--- src/rtl/vending_pkg.sv ---
// Shared definitions for the vending coin interface: bus coin codes, price and
// the feeder state encoding.
package vending_pkg;

  localparam logic [1:0] COIN_NONE = 2'b00;
  localparam logic [1:0] COIN_5    = 2'b01;
  localparam logic [1:0] COIN_10   = 2'b10;

  // Item price expressed in 5-unit steps.
  localparam int PRICE_UNITS = 4;

  typedef enum logic [2:0] {
    FD_IDLE,
    FD_COIN,
    FD_GAP,
    FD_WAIT,
    FD_DONE
  } feeder_state_t;

  // Value of a coin code in 5-unit steps; the unused code 11 counts as nothing.
  function automatic logic [1:0] coin_units(input logic [1:0] c);
    case (c)
      COIN_5:  coin_units = 2'd1;
      COIN_10: coin_units = 2'd2;
      default: coin_units = 2'd0;
    endcase
  endfunction

endpackage

--- src/rtl/feeder_timeout_ctr.sv ---
// Loadable down-counter that flags its final cycle; bounds how long the feeder
// waits for a late dispense.
module feeder_timeout_ctr #(
  parameter int TIMEOUT = 4
) (
  input  logic clk,
  input  logic rst,
  input  logic load,
  input  logic en,
  output logic expired
);

  localparam int W = $clog2(TIMEOUT + 1);
  localparam logic [W-1:0] LOAD_VAL = W'(TIMEOUT);

  logic [W-1:0] cnt;

  always_ff @(posedge clk) begin
    if (!rst)
      cnt <= '0;
    else if (load)
      cnt <= LOAD_VAL;
    else if (en && cnt != '0)
      cnt <= cnt - W'(1);
  end

  // Loaded with TIMEOUT, so flagging at 1 gives exactly TIMEOUT enabled cycles.
  assign expired = (cnt == W'(1));

endmodule

--- src/rtl/coin_feeder.sv ---
// Customer-side coin driver: inserts the fives then the tens of a purchase,
// one coin cycle then one idle cycle, and reports the outcome on a done pulse.
module coin_feeder
  import vending_pkg::*;
#(
  parameter int TIMEOUT = 4,
  parameter int CNT_W   = 3
) (
  input  logic             clk,
  input  logic             rst,
  input  logic             req_valid,
  output logic             req_ready,
  input  logic [CNT_W-1:0] req_n5,
  input  logic [CNT_W-1:0] req_n10,
  output logic [1:0]       coin,
  input  logic             dispense,
  input  logic             chg5,
  output logic             done_valid,
  output logic             done_vended,
  output logic             done_chg5,
  output logic [CNT_W+1:0] done_credit,
  output logic [CNT_W:0]   done_unused
);

  localparam int CW = CNT_W + 2;
  localparam int UW = CNT_W + 1;

  feeder_state_t    state, nxt;
  logic [CNT_W-1:0] rem5, rem10, nrem5, nrem10;
  logic [CW-1:0]    credit, ncredit;
  logic             vended, nvended, chg5_q, nchg5;
  logic             tmr_load, tmr_en, tmr_exp;
  logic [1:0]       coin_sel;

  feeder_timeout_ctr #(.TIMEOUT(TIMEOUT)) u_tmr (
    .clk     (clk),
    .rst     (rst),
    .load    (tmr_load),
    .en      (tmr_en),
    .expired (tmr_exp)
  );

  always_comb begin
    nxt      = state;
    nrem5    = rem5;
    nrem10   = rem10;
    ncredit  = credit;
    nvended  = vended;
    nchg5    = chg5_q;
    tmr_load = 1'b0;
    tmr_en   = 1'b0;
    coin_sel = COIN_NONE;
    case (state)
      FD_IDLE: begin
        if (req_valid) begin
          nrem5   = req_n5;
          nrem10  = req_n10;
          ncredit = '0;
          nvended = 1'b0;
          nchg5   = 1'b0;
          nxt     = (req_n5 == '0 && req_n10 == '0) ? FD_DONE : FD_COIN;
        end
      end
      FD_COIN: begin
        coin_sel = (rem5 != '0) ? COIN_5 : COIN_10;
        if (rem5 != '0) nrem5  = rem5 - CNT_W'(1);
        else            nrem10 = rem10 - CNT_W'(1);
        ncredit = credit + CW'(coin_units(coin_sel));
        if (dispense) begin
          nvended = 1'b1;
          nchg5   = chg5;
          nxt     = FD_DONE;
        end else begin
          nxt = FD_GAP;
        end
      end
      FD_GAP: begin
        // A late Mealy dispense can still land in the idle cycle after a coin.
        if (dispense) begin
          nvended = 1'b1;
          nchg5   = chg5;
          nxt     = FD_DONE;
        end else if (rem5 != '0 || rem10 != '0) begin
          nxt = FD_COIN;
        end else begin
          tmr_load = 1'b1;
          nxt      = FD_WAIT;
        end
      end
      FD_WAIT: begin
        tmr_en = 1'b1;
        if (dispense) begin
          nvended = 1'b1;
          nchg5   = chg5;
          nxt     = FD_DONE;
        end else if (tmr_exp) begin
          nxt = FD_DONE;
        end
      end
      FD_DONE: nxt = FD_IDLE;
      default: nxt = FD_IDLE;
    endcase
  end

  // Bus-facing decode uses state and rem5 only, never dispense.
  assign coin      = coin_sel;
  assign req_ready = (state == FD_IDLE);

  always_ff @(posedge clk) begin
    if (!rst) begin
      state       <= FD_IDLE;
      rem5        <= '0;
      rem10       <= '0;
      credit      <= '0;
      vended      <= 1'b0;
      chg5_q      <= 1'b0;
      done_valid  <= 1'b0;
      done_vended <= 1'b0;
      done_chg5   <= 1'b0;
      done_credit <= '0;
      done_unused <= '0;
    end else begin
      state      <= nxt;
      rem5       <= nrem5;
      rem10      <= nrem10;
      credit     <= ncredit;
      vended     <= nvended;
      chg5_q     <= nchg5;
      done_valid <= (nxt == FD_DONE);
      // Result fields capture on entry to DONE and hold until the next one.
      if (nxt == FD_DONE) begin
        done_vended <= nvended;
        done_chg5   <= nchg5 & nvended;
        done_credit <= ncredit;
        done_unused <= UW'(nrem5) + UW'(nrem10);
      end
    end
  end

endmodule

--- config.mk ---
export PLATFORM = sky130hd
export DESIGN_NAME = coin_feeder
export DESIGN_NICKNAME = d
export VERILOG_FILES = /design/src/rtl/vending_pkg.sv /design/src/rtl/feeder_timeout_ctr.sv /design/src/rtl/coin_feeder.sv
export SDC_FILE = /design/constraint.sdc
export NUM_CORES = 1
export LEC_CHECK = 0
export BUFFER_PORTS_ARGS = -buffer_cell sky130_fd_sc_hd__buf_2
export CAP_MARGIN = 20
export CORE_UTILIZATION = 60
export DETAILED_ROUTE_END_ITERATION = 10
export PLACE_DENSITY = 0.86
export SLEW_MARGIN = 30
export SYNTH_ARGS = -nofsm -noshare
export SYNTH_HDL_FRONTEND = slang
export SYNTH_HIERARCHICAL = 1
export SYNTH_SLANG_ARGS = --single-unit
--- constraint.sdc ---
create_clock -name clk -period 4.3 [get_ports clk]
set_input_delay 0 -clock clk [delete_from_list [all_inputs] [get_ports clk]]
set_output_delay 0 -clock clk [all_outputs]
set_load 0.005 [all_outputs]
==> results.py <==
metrics = {
    "synth": {
        "synthXorXnorAreaFrac_pct": 0.909,
        "synth_fp_nets": 248,
        "synth_async_sr_flop_share_pct": 0,
        "synth-simple-area-share_pct": 25.5,
        "synth.top_cell.area_share_pct": 32.2,
        "yosys.area.top_type": "dfxtp_1",
        "synth-seq-area-share_pct": 32.2,
        "synthTopCellsByArea": "dfxtp_1, ha_1, nor2_1, a21oi_1, inv_1",
        "synth_most_common_cell": "dfxtp_1",
        "synth_top_family_by_area": "simple AND/OR/NAND/NOR gates",
        "synth_area_sq_mm": 0.00193,
        "synth-edff-count": 0,
        "ys_top_cells_by_count": "dfxtp_1, nor2_1, a21oi_1, inv_1, ha_1",
        "synth_cells": 224,
        "synth_compound_area_share_pct": 23.9,
        "synth_seq_cells": 31,
        "ys_warn_count": 6,
        "syn_area_per_cell_sq_um": 8.61,
        "ys.flop_type": "dfxtp_1",
        "synthMuxAreaShare_pct": 2.08,
        "synth-adder-area-share_pct": 8.83,
        "ys_types": 65,
    },
    "cts": {
        "clock_latency_ns": 0.34,
        "cts_max_level": 2,
        "cts_resized": 0,
        "cts_tree": "done",
        "post_cts_buffers": 0,
        "ctsLongestPathBuffers": 2,
        "clock-sinks": 31,
        "root_buffer": "clkbuf_4",
        "cts_made_buffers": 5,
        "path_clk_slew_ns": 0.10,
    },
    "sta": {
        "fmax_mhz": 367,
        "final_hold_viol_count": 0,
        "tightest_slew_ns": 0.816,
        "min_period_over_period_pct": 63.3,
        "slew-limit-headroom_pct": 45.4,
        "skew_ns": 0.0102,
        "rsz0062_at_grt": "no",
        "timing.final.crit_period_ns": 2.72,
        "fin_tns_setup_ns": 0,
        "finalMaxSlewViolations": 0,
        "finalSetupViolCount": 0,
    },
    "finish": {
        "n_antenna_cell": 0,
        "layout.cells.non_filler": 291,
        "layout-drive-gt1-share_pct": 20.2,
        "nets": 270,
        "syn_to_final_growth_pct": 9.73,
    },
    "critical_path": {
        "rr_worst_depth": 9,
        "path_class": "reg -> reg",
        "setup.worst_path.start": "state[1]",
        "reg2reg_from": "state[1]",
        "crit_required_ns": 4.57,
        "crit_path_end": "done_unused[2]",
        "endpoint_kind": "register",
        "critPathLaunchType": "register",
        "path_cells": "nor2_1 > o22ai_1 > a21oi_1 > ha_1 > inv_1 > fa_1 > xnor2_1 > o21ai_1 > a21oi_1",
        "worstPathArrival_ns": 2.99,
        "cpPeakStageDelay_ns": 0.71,
        "slowest_stage": "nor2_1",
        "critPathMaxFanout": 18,
        "path_common_cell": "a21oi_1",
        "rr_endpoint": "done_unused[2]",
        "r2r_setup_slack_ns": 1.58,
    },
    "route": {
        "dr.pass1.iters": 5,
        "ant_nets": 0,
        "route.vias.total": 1773,
        "drc": 0,
        "drt_iter0_drc": 148,
        "viasPerCell": 6.09,
        "routed_wl_mm": 4.25,
        "wire_per_inst_um": 14.6,
    },
    "global_route": {
        "grt_overflow_total": 0,
        "grt_pass1_wl_mm": 7.07,
        "grt_usage_pct": 27.3,
        "antenna_found_initial": 0,
        "grt_max_degree": 24,
        "grt_pass1_vias": 1541,
    },
    "floorplanning": {
        "die-area_sq_mm": 0.00344,
        "rows": 20,
        "core_area_sq_mm": 0.00305,
        "num_io_pins": 26,
        "die_h_um": 58.7,
        "die_w_um": 58.7,
        "initial_utilization_pct": 63.2,
    },
    "pwr": {
        "ir_worst_vdd_mv": 0.248,
        "cellPowerDensity_mw_per_mm2": 318,
        "leakagePower_uw": 0.000875,
    },
    "status": {
        "status": "finished clean",
    },
    "placed_design": {
        "dpl.hpwl_mm": 3.09,
        "dp_cells": 282,
        "routabilityCongestion": 0.848,
        "portBuffers": 25,
    },
    "worst_hold_path": {
        "hp-class": "in -> reg",
    },
    "job": {
        "drv_cap": 0,
    },
}
==> critical path, delay by kind of cell, from the launching register on <==
family	cells	cell delay [ns]
AND/OR/NAND/NOR	1	0.71
AO/OA/AOI/OAI	4	0.64
adder cells (fa/ha/maj)	2	0.58
flip-flops	1	0.52
XOR/XNOR	1	0.15
buffers and inverters	1	0.06
==> final cells by class <==
class / count / area [sq um]
clock buffer: 6 / 41.3
clock inverter: 2 / 12.5
fill: 268 / 937
inverter: 17 / 63.8
multi-input combinational: 164 / 1180
sequential: 31 / 621
tap: 44 / 55.1
timing repair buffer: 27 / 143
==> cells by family after synthesis <==
logic type,after synthesis
buffers and inverters,29
adder cells (fa/ha/maj),13
multiplexers,4
AND/OR/NAND/NOR,81
AO/OA/AOI/OAI,64
flip-flops,31
XOR/XNOR,2
==> sequential cells by signal (all words and copies together) (netlist names) <==
name,flops
state,3
chg5_q,1
vended,1
done_unused,4
done_chg5,1
done_valid,1
u_tmr/cnt,3
rem10,3
rem5,3
done_credit,5
credit,5
done_vended,1
==> how the worst min path moves through the flow <==
stage          startpoint           end  slack [ns]  cells after the start
6_report              rst  u_tmr/cnt[2]        0.04                      2
2_1_floorplan    dispense      state[1]        0.08                      1
5_1_grt               rst  u_tmr/cnt[2]        0.04                      2
3_5_place_dp     dispense      state[1]        0.28                      2
4_1_cts               rst  u_tmr/cnt[2]        0.02                      2
3_3_place_gp     dispense      state[1]        0.28                      2
==> cells in the final DEF, fill, tap and decap left out, types with 3 or more instances in the layout <==
master,instances
o21ai_1,3
o31ai_1,5
ha_1,12
o21ai_0,7
nor2_1,22
clkbuf_4,5
nand2b_1,3
nor3_1,9
nand3b_1,3
nor2b_1,3
dfxtp_1,31
buf_2,25
a21oi_1,16
nand3_1,7
mux2i_1,4
and2_1,6
inv_1,16
nand2_1,6
a211oi_2,4
==> power breakdown <==
part,internal (uW),leakage (uW),switching (uW)
Clock,63.0,0.0000282,103
Combinational,80.7,0.000594,106
Sequential,305,0.000253,15.6
==> timing repair <==
item | in CTS | in global routing
setup endpoints to repair | 0 | 0
endpoints found under the hold margin | 1 | 0
hold buffers | 1 | 0
==> metrics by stage <==
stage / area (sq um) / power [uW] / hold slack, ns / utilization, % / setup WS, ns
after floorplan: 1930 / 461 / 0.0773 / - / 2.02
after global placement: 2050 / 506 / 0.276 / 67.2 / 1.74
after detailed placement: 2050 / 509 / 0.276 / 67.2 / 1.65
after CTS: 2120 / 676 / 0.0245 / 69.3 / 1.64
after global routing: 2120 / 715 / 0.0423 / 69.3 / 1.38
final: 2120 / 673 / 0.0403 / 69.3 / 1.58
==> layer usage <==
metal / track usage [%] / routed length (um) / up-vias
li1: - / - / 867
met1: 38.8 / 1930 / 830
met2: 40.2 / 1870 / 66
met3: 5.71 / 375 / 10
met4: 11.2 / 76 / 0
met5: 0 / 0 / -
No activity file was read; power rests on OpenSTA's default activity.
